[src/rtl/rf_scoreboard.sv]
// Register-file hazard scoreboard: per-register pending-write counters gate issue on RAW
// hazards and write/in-flight saturation; writeback retires, flush squashes everything.
module rf_scoreboard #(
  parameter int unsigned CNT_W     = 2,
  parameter int unsigned MAX_INFL  = 4,
  parameter bit          WB_BYPASS = 1'b1,
  localparam int unsigned INFL_W   = $clog2(MAX_INFL + 1)
) (
  input  logic              clk,
  input  logic              reset,
  input  logic              iss_valid,
  output logic              iss_ready,
  input  logic [4:0]        iss_rs1,
  input  logic              iss_rs1_en,
  input  logic [4:0]        iss_rs2,
  input  logic              iss_rs2_en,
  input  logic [4:0]        iss_rd,
  input  logic              iss_rd_we,
  input  logic              wb_valid,
  input  logic [4:0]        wb_rd,
  input  logic              flush,
  output logic [31:0]       pending,
  output logic [INFL_W-1:0] inflight,
  output logic              wb_err
);

  localparam logic [CNT_W-1:0]  CntMax  = {CNT_W{1'b1}};
  localparam logic [CNT_W-1:0]  CntOne  = CNT_W'(1);
  localparam logic [INFL_W-1:0] InflMax = INFL_W'(MAX_INFL);
  localparam logic [INFL_W-1:0] InflOne = INFL_W'(1);

  // Entry 0 exists only so that x0 lookups read a constant zero.
  logic [CNT_W-1:0]  cnt_q [32];
  logic [CNT_W-1:0]  cnt_d [32];
  logic [INFL_W-1:0] infl_q, infl_d;
  logic              wb_err_q, wb_err_d;

  logic wb_hit, retire, rd_act, alloc;
  logic rs1_haz, rs2_haz, rd_sat, infl_sat;

  always_comb begin
    wb_hit  = wb_valid && (wb_rd != 5'd0);
    retire  = wb_hit && (cnt_q[wb_rd] != '0);
    rd_act  = iss_rd_we && (iss_rd != 5'd0);

    // A last outstanding write retiring now is forwarded, so it is not a hazard.
    rs1_haz = iss_rs1_en && (iss_rs1 != 5'd0) && (cnt_q[iss_rs1] != '0) &&
              !(WB_BYPASS && (cnt_q[iss_rs1] == CntOne) && retire && (wb_rd == iss_rs1));
    rs2_haz = iss_rs2_en && (iss_rs2 != 5'd0) && (cnt_q[iss_rs2] != '0) &&
              !(WB_BYPASS && (cnt_q[iss_rs2] == CntOne) && retire && (wb_rd == iss_rs2));

    rd_sat   = rd_act && (cnt_q[iss_rd] == CntMax);
    infl_sat = rd_act && (infl_q == InflMax) && !retire;

    iss_ready = !flush && !rs1_haz && !rs2_haz && !rd_sat && !infl_sat;
    alloc     = iss_valid && iss_ready && rd_act;
  end

  always_comb begin
    logic up, dn;
    cnt_d    = cnt_q;
    infl_d   = infl_q;
    wb_err_d = wb_err_q;
    up       = 1'b0;
    dn       = 1'b0;
    if (flush) begin
      for (int r = 0; r < 32; r++) begin
        cnt_d[r] = '0;
      end
      infl_d = '0;
    end else begin
      for (int r = 1; r < 32; r++) begin
        up = alloc && (iss_rd == 5'(r));
        dn = retire && (wb_rd == 5'(r));
        if (up && !dn) begin
          cnt_d[r] = cnt_q[r] + CntOne;
        end else if (dn && !up) begin
          cnt_d[r] = cnt_q[r] - CntOne;
        end
      end
      if (alloc && !retire) begin
        infl_d = infl_q + InflOne;
      end else if (retire && !alloc) begin
        infl_d = infl_q - InflOne;
      end
      if (wb_hit && !retire) begin
        wb_err_d = 1'b1;
      end
    end
    cnt_d[0] = '0;
  end

  always_ff @(posedge clk) begin
    if (reset) begin
      for (int r = 0; r < 32; r++) begin
        cnt_q[r] <= '0;
      end
      infl_q   <= '0;
      wb_err_q <= 1'b0;
    end else begin
      cnt_q    <= cnt_d;
      infl_q   <= infl_d;
      wb_err_q <= wb_err_d;
    end
  end

  always_comb begin
    pending = '0;
    for (int r = 1; r < 32; r++) begin
      pending[r] = (cnt_q[r] != '0);
    end
  end

  assign inflight = infl_q;
  assign wb_err   = wb_err_q;

  infl_bound_a : assert property (@(posedge clk) disable iff (reset) infl_q <= InflMax);

endmodule
[config.mk]
export PLATFORM = sky130hd
export DESIGN_NAME = rf_scoreboard
export DESIGN_NICKNAME = d
export VERILOG_FILES = /design/src/rtl/rf_scoreboard.sv
export SDC_FILE = /design/constraint.sdc
export NUM_CORES = 1
export LEC_CHECK = 0
export CORE_MARGIN = 2
export CORE_UTILIZATION = 50
export CTS_BUF_LIST = sky130_fd_sc_hd__clkbuf_16
export DETAILED_ROUTE_END_ITERATION = 16
export GPL_ROUTABILITY_DRIVEN = 0
export HOLD_SLACK_MARGIN = 0.02
export PLACE_DENSITY = 0.72
export SYNTH_ARGS = -nofsm -noshare
export SYNTH_HDL_FRONTEND = slang
export SYNTH_SLANG_ARGS = --single-unit
[constraint.sdc]
create_clock -name clk -period 4.34 [get_ports clk]
set_input_delay 0.868 -clock clk [delete_from_list [all_inputs] [get_ports clk]]
set_output_delay 0.868 -clock clk [all_outputs]
set_load 0.03 [all_outputs]
==> impl_metrics.env, run 1 <==
export IMPL_report_power_total_uw=1680
export IMPL_grt_pass1_wl_um=32900
export IMPL_die_area_mm2=0.0132
export IMPL_fp_coreArea_mm2=0.0120
export IMPL_syn2layout_area_growth_pct=30.3
export IMPL_cts_max_level=3
export IMPL_ys_top_cells_by_area="dfxtp_1 22%, mux4_2 13%, xor2_1 9.8%"
export IMPL_cts_sinks=66
export IMPL_tightestPinTransition_ns=1.25
export IMPL_syn_inst=708
export IMPL_vias_per_cell=6.56
export IMPL_synth_seq_cells=66
export IMPL_cts_made_buffers=9
export IMPL_rows=40
export IMPL_place_area_mm2=0.00762
export IMPL_dp_cells=983
export IMPL_cts_path_max_buffers=2
export IMPL_dp_hpwl_um=16300
export IMPL_synthDistinctLibCells=63
export IMPL_rrSetupSlack_ns=0.71
export IMPL_cts_root_buf="clkbuf_16"
export IMPL_hp_start="wb_err$_SDFFE_PP0P_"
export IMPL_ant_nets=0
export IMPL_worstSetupEndpointType="register"
export IMPL_setup_violations=1
export IMPL_fmax_mhz=229
export IMPL_synth_common_cells="69 x xor2_1, 66 x dfxtp_1, 65 x nand2_1"
export IMPL_syn_nets=769
export IMPL_ys_seq_area_frac=0.215
export IMPL_r2r_start="cnt_q[42]$_SDFFE_PP0P_"
export IMPL_yosysMostFrequentCell="xor2_1"
export IMPL_finClkSkew_ns=0.00574
export IMPL_critPathLaunch="wb_rd[1]"
export IMPL_fin_ws_ns=-0.0174
export IMPL_portBuffers=63
export IMPL_antenna_found_initial=0
export IMPL_powerDensity_mw_per_mm2=210
export IMPL_overflow=0
export IMPL_async_reset_ff_frac=0
export IMPL_status="finished with violations"
export IMPL_relSlewSlack=0.166
export IMPL_via_count=6553
export IMPL_antenna_cells=0
export IMPL_grt_pass1_vias=6245
export IMPL_initial_core_util=0.511
export IMPL_critical_path_class="in2reg"
export IMPL_cp_required_ns=4.60
export IMPL_synth_edff_count=0
export IMPL_hold_path_cell_count=2
export IMPL_design_area_mm2=0.00800
export IMPL_maxCapViolCount=0
export IMPL_crit_fanout=10
export IMPL_syn_area_per_cell_um2=8.67
export IMPL_stdcell_count=999
export IMPL_reg2reg_depth=12
export IMPL_p_leak_uw=0.00322
export IMPL_cts_setup_buffers=0
export IMPL_maxSlewViolCount=0
export IMPL_fin_setup_tns_ns=-0.0174
export IMPL_min_to="wb_err$_SDFFE_PP0P_"
export IMPL_routedWlPerCell_um=21.6
export IMPL_synth_warnings=0
export IMPL_drcViolationCount=0
export IMPL_grt_usage=0.328
export IMPL_fin_crit_ns=4.36
export IMPL_period_share=1.00
export IMPL_first_pass_iters=5
export IMPL_drtIter0Drc=776
export IMPL_violations="negative setup slack"
export IMPL_nNetsFinal=909
export IMPL_holdCritPathClass="reg2reg"
export IMPL_synth_largest_area_cell="dfxtp_1"
export IMPL_worst_setup_path_start_kind="input pin"
export IMPL_path_clk_slew_ns=0.05
export IMPL_critPathArrivalTime_ns=4.62
export IMPL_io_pin_count=65
export IMPL_hold_viol_final=0
export IMPL_drive_gt1_frac=0.259
export IMPL_grt_start_max_net_pins=66
export IMPL_cts_tree="yes"
export IMPL_die_width_um=115
export IMPL_r2r_end="cnt_q[23]$_SDFFE_PP0P_"
export IMPL_insertion_delay_ns=0.35
export IMPL_synth_top_area_share=0.215
export IMPL_die_h_um=115
export IMPL_routed_wirelength_um=21600
export IMPL_ys_flop_type="dfxtp_1"
export IMPL_synth_area_mm2=0.00614
export IMPL_peakVddDrop_mv=0.202
## kinds of logic (layout without fill, tap and decap cells)
family                     count (synthesis)  after routing  synth area share
DFF                                       66             66             0.215
buffers and inverters                     75            218            0.0613
and+or+nand+nor                          273            273             0.242
AOI/OAI and AO/OA                        123            124             0.129
muxes                                     63             63             0.177
adders and majority gates                 33             33            0.0685
xor gates and xnor gates                  74             74             0.106
other                                      1              1          0.000611
## registers in the layout, summed over array words and instances (netlist names)
name	cells
cnt_q	62
inflight	3
wb_err	1
## worst max-delay path, stage by stage
cell	delay, ns
clkdlybuf4s50_1	0.57
buf_4	0.22
nor3_1	0.08
a2111oi_2	0.48
o41a_1	0.30
o22ai_2	0.12
nor2_2	0.23
a32oi_4	0.14
buf_12	0.20
nor4_2	0.47
buf_4	0.19
ha_1	0.23
or3_1	0.37
a21oi_1	0.15
## cells in the final DEF, fill, tap and decap left out, drive strengths merged, types with 19 or more instances in the layout
master / instances
clkdlybuf4s50: 61
ha: 32
or2: 22
nor4: 32
buf: 117
or3: 35
a21oi: 36
mux4: 36
dfxtp: 66
nand2: 65
mux2i: 21
nor2: 60
nand3: 19
inv: 26
o21ai: 41
xor2: 69
## per-stage QoR
stage | util | worst slack (ns) | hold WS (ns)
2_1_floorplan | - | 0.417 | 0.480
3_3_place_gp | 0.635 | -0.339 | 0.452
3_5_place_dp | 0.635 | -0.339 | 0.457
4_1_cts | 0.659 | 0.0257 | 0.472
5_1_grt | 0.666 | -0.153 | 0.520
6_report | 0.666 | -0.0174 | 0.467
## layer usage
layer | vias to the layer above | track usage | wire length, µm
met2 | 451 | 0.526 | 9850
li1 | 2865 | - | -
met1 | 3131 | 0.414 | 8030
met5 | - | 0 | 0
met3 | 106 | 0.0791 | 2510
met4 | 0 | 0.169 | 1160
## repair_timing
action	CTS	global route
hold buffers	0	0
endpoints found under the setup margin	3	23
cloned	0	1
pin swaps	0	4
gates resized for setup	3	17
## report_power, final
part	internal, µW	total (µW)	switching [µW]
clock network	432	700	268
logic	157	363	206
registers	610	616	6.03
total	1200	1680	480
## how the worst max path moves through the flow
stage / endpoint / cells past startpoint / slack (ns)
after floorplan: inflight[2]$_SDFFE_PP0P_ / 16 / 0.42
after global placement: cnt_q[49]$_SDFFE_PP0P_ / 14 / -0.34
after detailed placement: cnt_q[23]$_SDFFE_PP0P_ / 13 / -0.34
after CTS: cnt_q[59]$_SDFFE_PP0P_ / 14 / 0.03
after global routing: cnt_q[23]$_SDFFE_PP0P_ / 14 / -0.15
final: cnt_q[23]$_SDFFE_PP0P_ / 14 / -0.02
## final cells by class
type                            instances  area (µm²)
Timing Repair Buffer                  179        1590
Multi-Input combinational cell        568        4540
Clock inverter                          6        51.3
Fill cell                             974        4010
Inverter                               24        92.6
Sequential cell                        66        1320
Clock buffer                            9         225
Tap cell                              147         184
Power figures use the tool's default switching activity.
==> inputs of run 2 (changes only) <==
- clock period: 4.34 -> 4.2 ns (I/O delays scaled with it)
==> impl_metrics.env, run 2 (synthesis gave the netlist of run 1 again) <==
export IMPL_reg2reg_depth=12
export IMPL_post_route_util=0.691
export IMPL_first_pass_iters=6
export IMPL_die_h_um=115
export IMPL_grt_usage=0.340
export IMPL_cp_cell_sequence="clkdlybuf4s50_1 > buf_4 > mux4_2 > o22ai_1 > a311o_1 > a31oi_2 > nand4_1 > a32oi_4 > nor2_2 > buf_4"
export IMPL_p_leak_uw=0.00338
export IMPL_drtIter0Drc=973
export IMPL_cts_tree="yes"
export IMPL_cts_path_max_buffers=2
export IMPL_cts_sinks=66
export IMPL_dp_slack_ns=-0.609
export IMPL_final_cell_mix="124 x buf_4, 69 x xor2_1, 66 x dfxtp_1"
export IMPL_grt_pass1_vias=6495
export IMPL_hold_path_cell_count=2
export IMPL_n_fill_cell=903
export IMPL_worst_setup_path_start_kind="input pin"
export IMPL_powerDensity_mw_per_mm2=223
export IMPL_path_clk_slew_ns=0.05
export IMPL_die_width_um=115
export IMPL_ant_nets=0
export IMPL_cts_max_level=3
export IMPL_p_clk_frac=0.438
export IMPL_setup_violations=0
export IMPL_fin_crit_ns=4.19
export IMPL_worstSetupEndpointType="output port"
export IMPL_insertion_delay_ns=0.36
export IMPL_whs_ns=0.483
export IMPL_io_pin_count=65
export IMPL_status="finished, final reports clean"
export IMPL_hold_viol_final=0
export IMPL_routedWlPerCell_um=22.1
export IMPL_crit_fanout=6
export IMPL_drcViolationCount=0
export IMPL_peakVddDrop_mv=0.206
export IMPL_initial_core_util=0.511
export IMPL_cp_required_ns=3.36
export IMPL_max_stage_delay_ns=0.58
export IMPL_period_share=0.998
export IMPL_overflow=0
export IMPL_maxCapViolCount=0
export IMPL_via_count=6748
export IMPL_final_common_cell="buf_4"
export IMPL_relSlewSlack=0.134
export IMPL_largest_reg_flops=62
export IMPL_slowest_stage="clkdlybuf4s50_1"
export IMPL_fp_coreArea_mm2=0.0120
export IMPL_fmax_mhz=239
export IMPL_dp_hpwl_um=16200
export IMPL_pwr_share_seq=0.344
export IMPL_cts_made_buffers=9
export IMPL_cpMostUsedCell="buf_4"
export IMPL_critical_path_class="in2out"
export IMPL_antenna_found_initial=0
export IMPL_nNetsFinal=927
export IMPL_regMostFlops="cnt_q"
export IMPL_vias_per_cell=6.64
export IMPL_antenna_cells=0
export IMPL_maxSlewViolCount=0
export IMPL_swShare=0.287
export IMPL_rows=40
export IMPL_portBuffers=63
export IMPL_fin_ws_ns=0.00807
export IMPL_holdCritPathClass="reg2reg"
export IMPL_finClkSkew_ns=0.00683
export IMPL_critPathArrivalTime_ns=3.35
export IMPL_switching_power_uw=531
export IMPL_internal_power_uw=1320
export IMPL_cts_root_buf="clkbuf_16"
export IMPL_grt_start_max_net_pins=66
export IMPL_syn2layout_area_growth_pct=35.3
export IMPL_die_area_mm2=0.0132
export IMPL_drive_gt1_frac=0.292
export IMPL_routed_wirelength_um=22500
export IMPL_grt_pass1_wl_um=34300
export IMPL_p_comb_frac=0.218
export IMPL_tightestPinTransition_ns=1.30
[run 2: changes by cell type in the layout (fill, tap and decap cells not counted), sizes merged]
cell,previous run,this run
dlygate4sd2,0,1
a32oi,2,3
inv,26,25
dlymetal6s2s,1,6
buf,117,132
clkinv,3,2
clkbuf,9,11
clkdlybuf4s50,61,55
clkinvlp,0,1
bufinv,1,2
[run 2: routing by layer]
layer | up-vias | wire, µm | track usage
met5 | - | 0 | 0
met4 | 0 | 1370 | 0.182
met3 | 147 | 2710 | 0.106
met2 | 532 | 10100 | 0.521
met1 | 3168 | 8360 | 0.431
li1 | 2901 | - | -
[run 2: layout make-up]
class | instances | area, µm² | area share
clock inverter | 6 | 83.8 | 0.0101
timing repair buffer | 196 | 1770 | 0.213
sequential | 66 | 1320 | 0.159
clock buffer | 9 | 225 | 0.0271
multi-input combinational | 569 | 4630 | 0.558
inverter | 24 | 90.1 | 0.0108
tap | 147 | 184 | 0.0221
[run 2: final timing paths]
check             slack [ns]                      to                   from
setup reg to reg        0.60  cnt_q[29]$_SDFFE_PP0P_  cnt_q[5]$_SDFFE_PP0P_
hold / removal          0.48     wb_err$_SDFFE_PP0P_    wb_err$_SDFFE_PP0P_
setup / recovery       0.008               iss_ready             iss_rs1[2]
hold reg to reg         0.48     wb_err$_SDFFE_PP0P_    wb_err$_SDFFE_PP0P_
[run 2: critical path: cells and delay by family]
family	cells	cell delay [ns]
simple gates	2	0.34
mux	1	0.19
buf+inv	3	0.95
compound gates	4	1.02
[run 2: power groups by stage]
| stage | Clock, µW | Sequential (µW) | Combinational (µW) |
|---|---|---|---|
| after floorplan | 0 | 652 | 202 |
| after CTS | 820 | 636 | 366 |
| final | 810 | 637 | 403 |
| after global routing | 843 | 637 | 420 |
| after detailed placement | 0 | 650 | 348 |
| after global placement | 0 | 650 | 340 |
[run 2: metrics by stage]
step	total power, µW	instances	instance area [µm²]	TNS (ns)
after global routing	1900	1017	8300	-0.0663
after floorplan	854	708	6140	0
final	1850	1017	8300	0
after global placement	989	991	7670	-14.46
after CTS	1820	1011	8090	0
after detailed placement	999	991	7670	-24.11
[run 2: what timing repair did]
| item | 4_1_cts | 5_1_grt |
|---|---|---|
| pin swaps | 2 | 10 |
| gates cloned | 2 | 2 |
| setup endpoints to repair | 40 | 51 |
| gates resized for setup | 15 | 26 |
| buffers inserted | 3 | 4 |
| hold buffers | 0 | 0 |
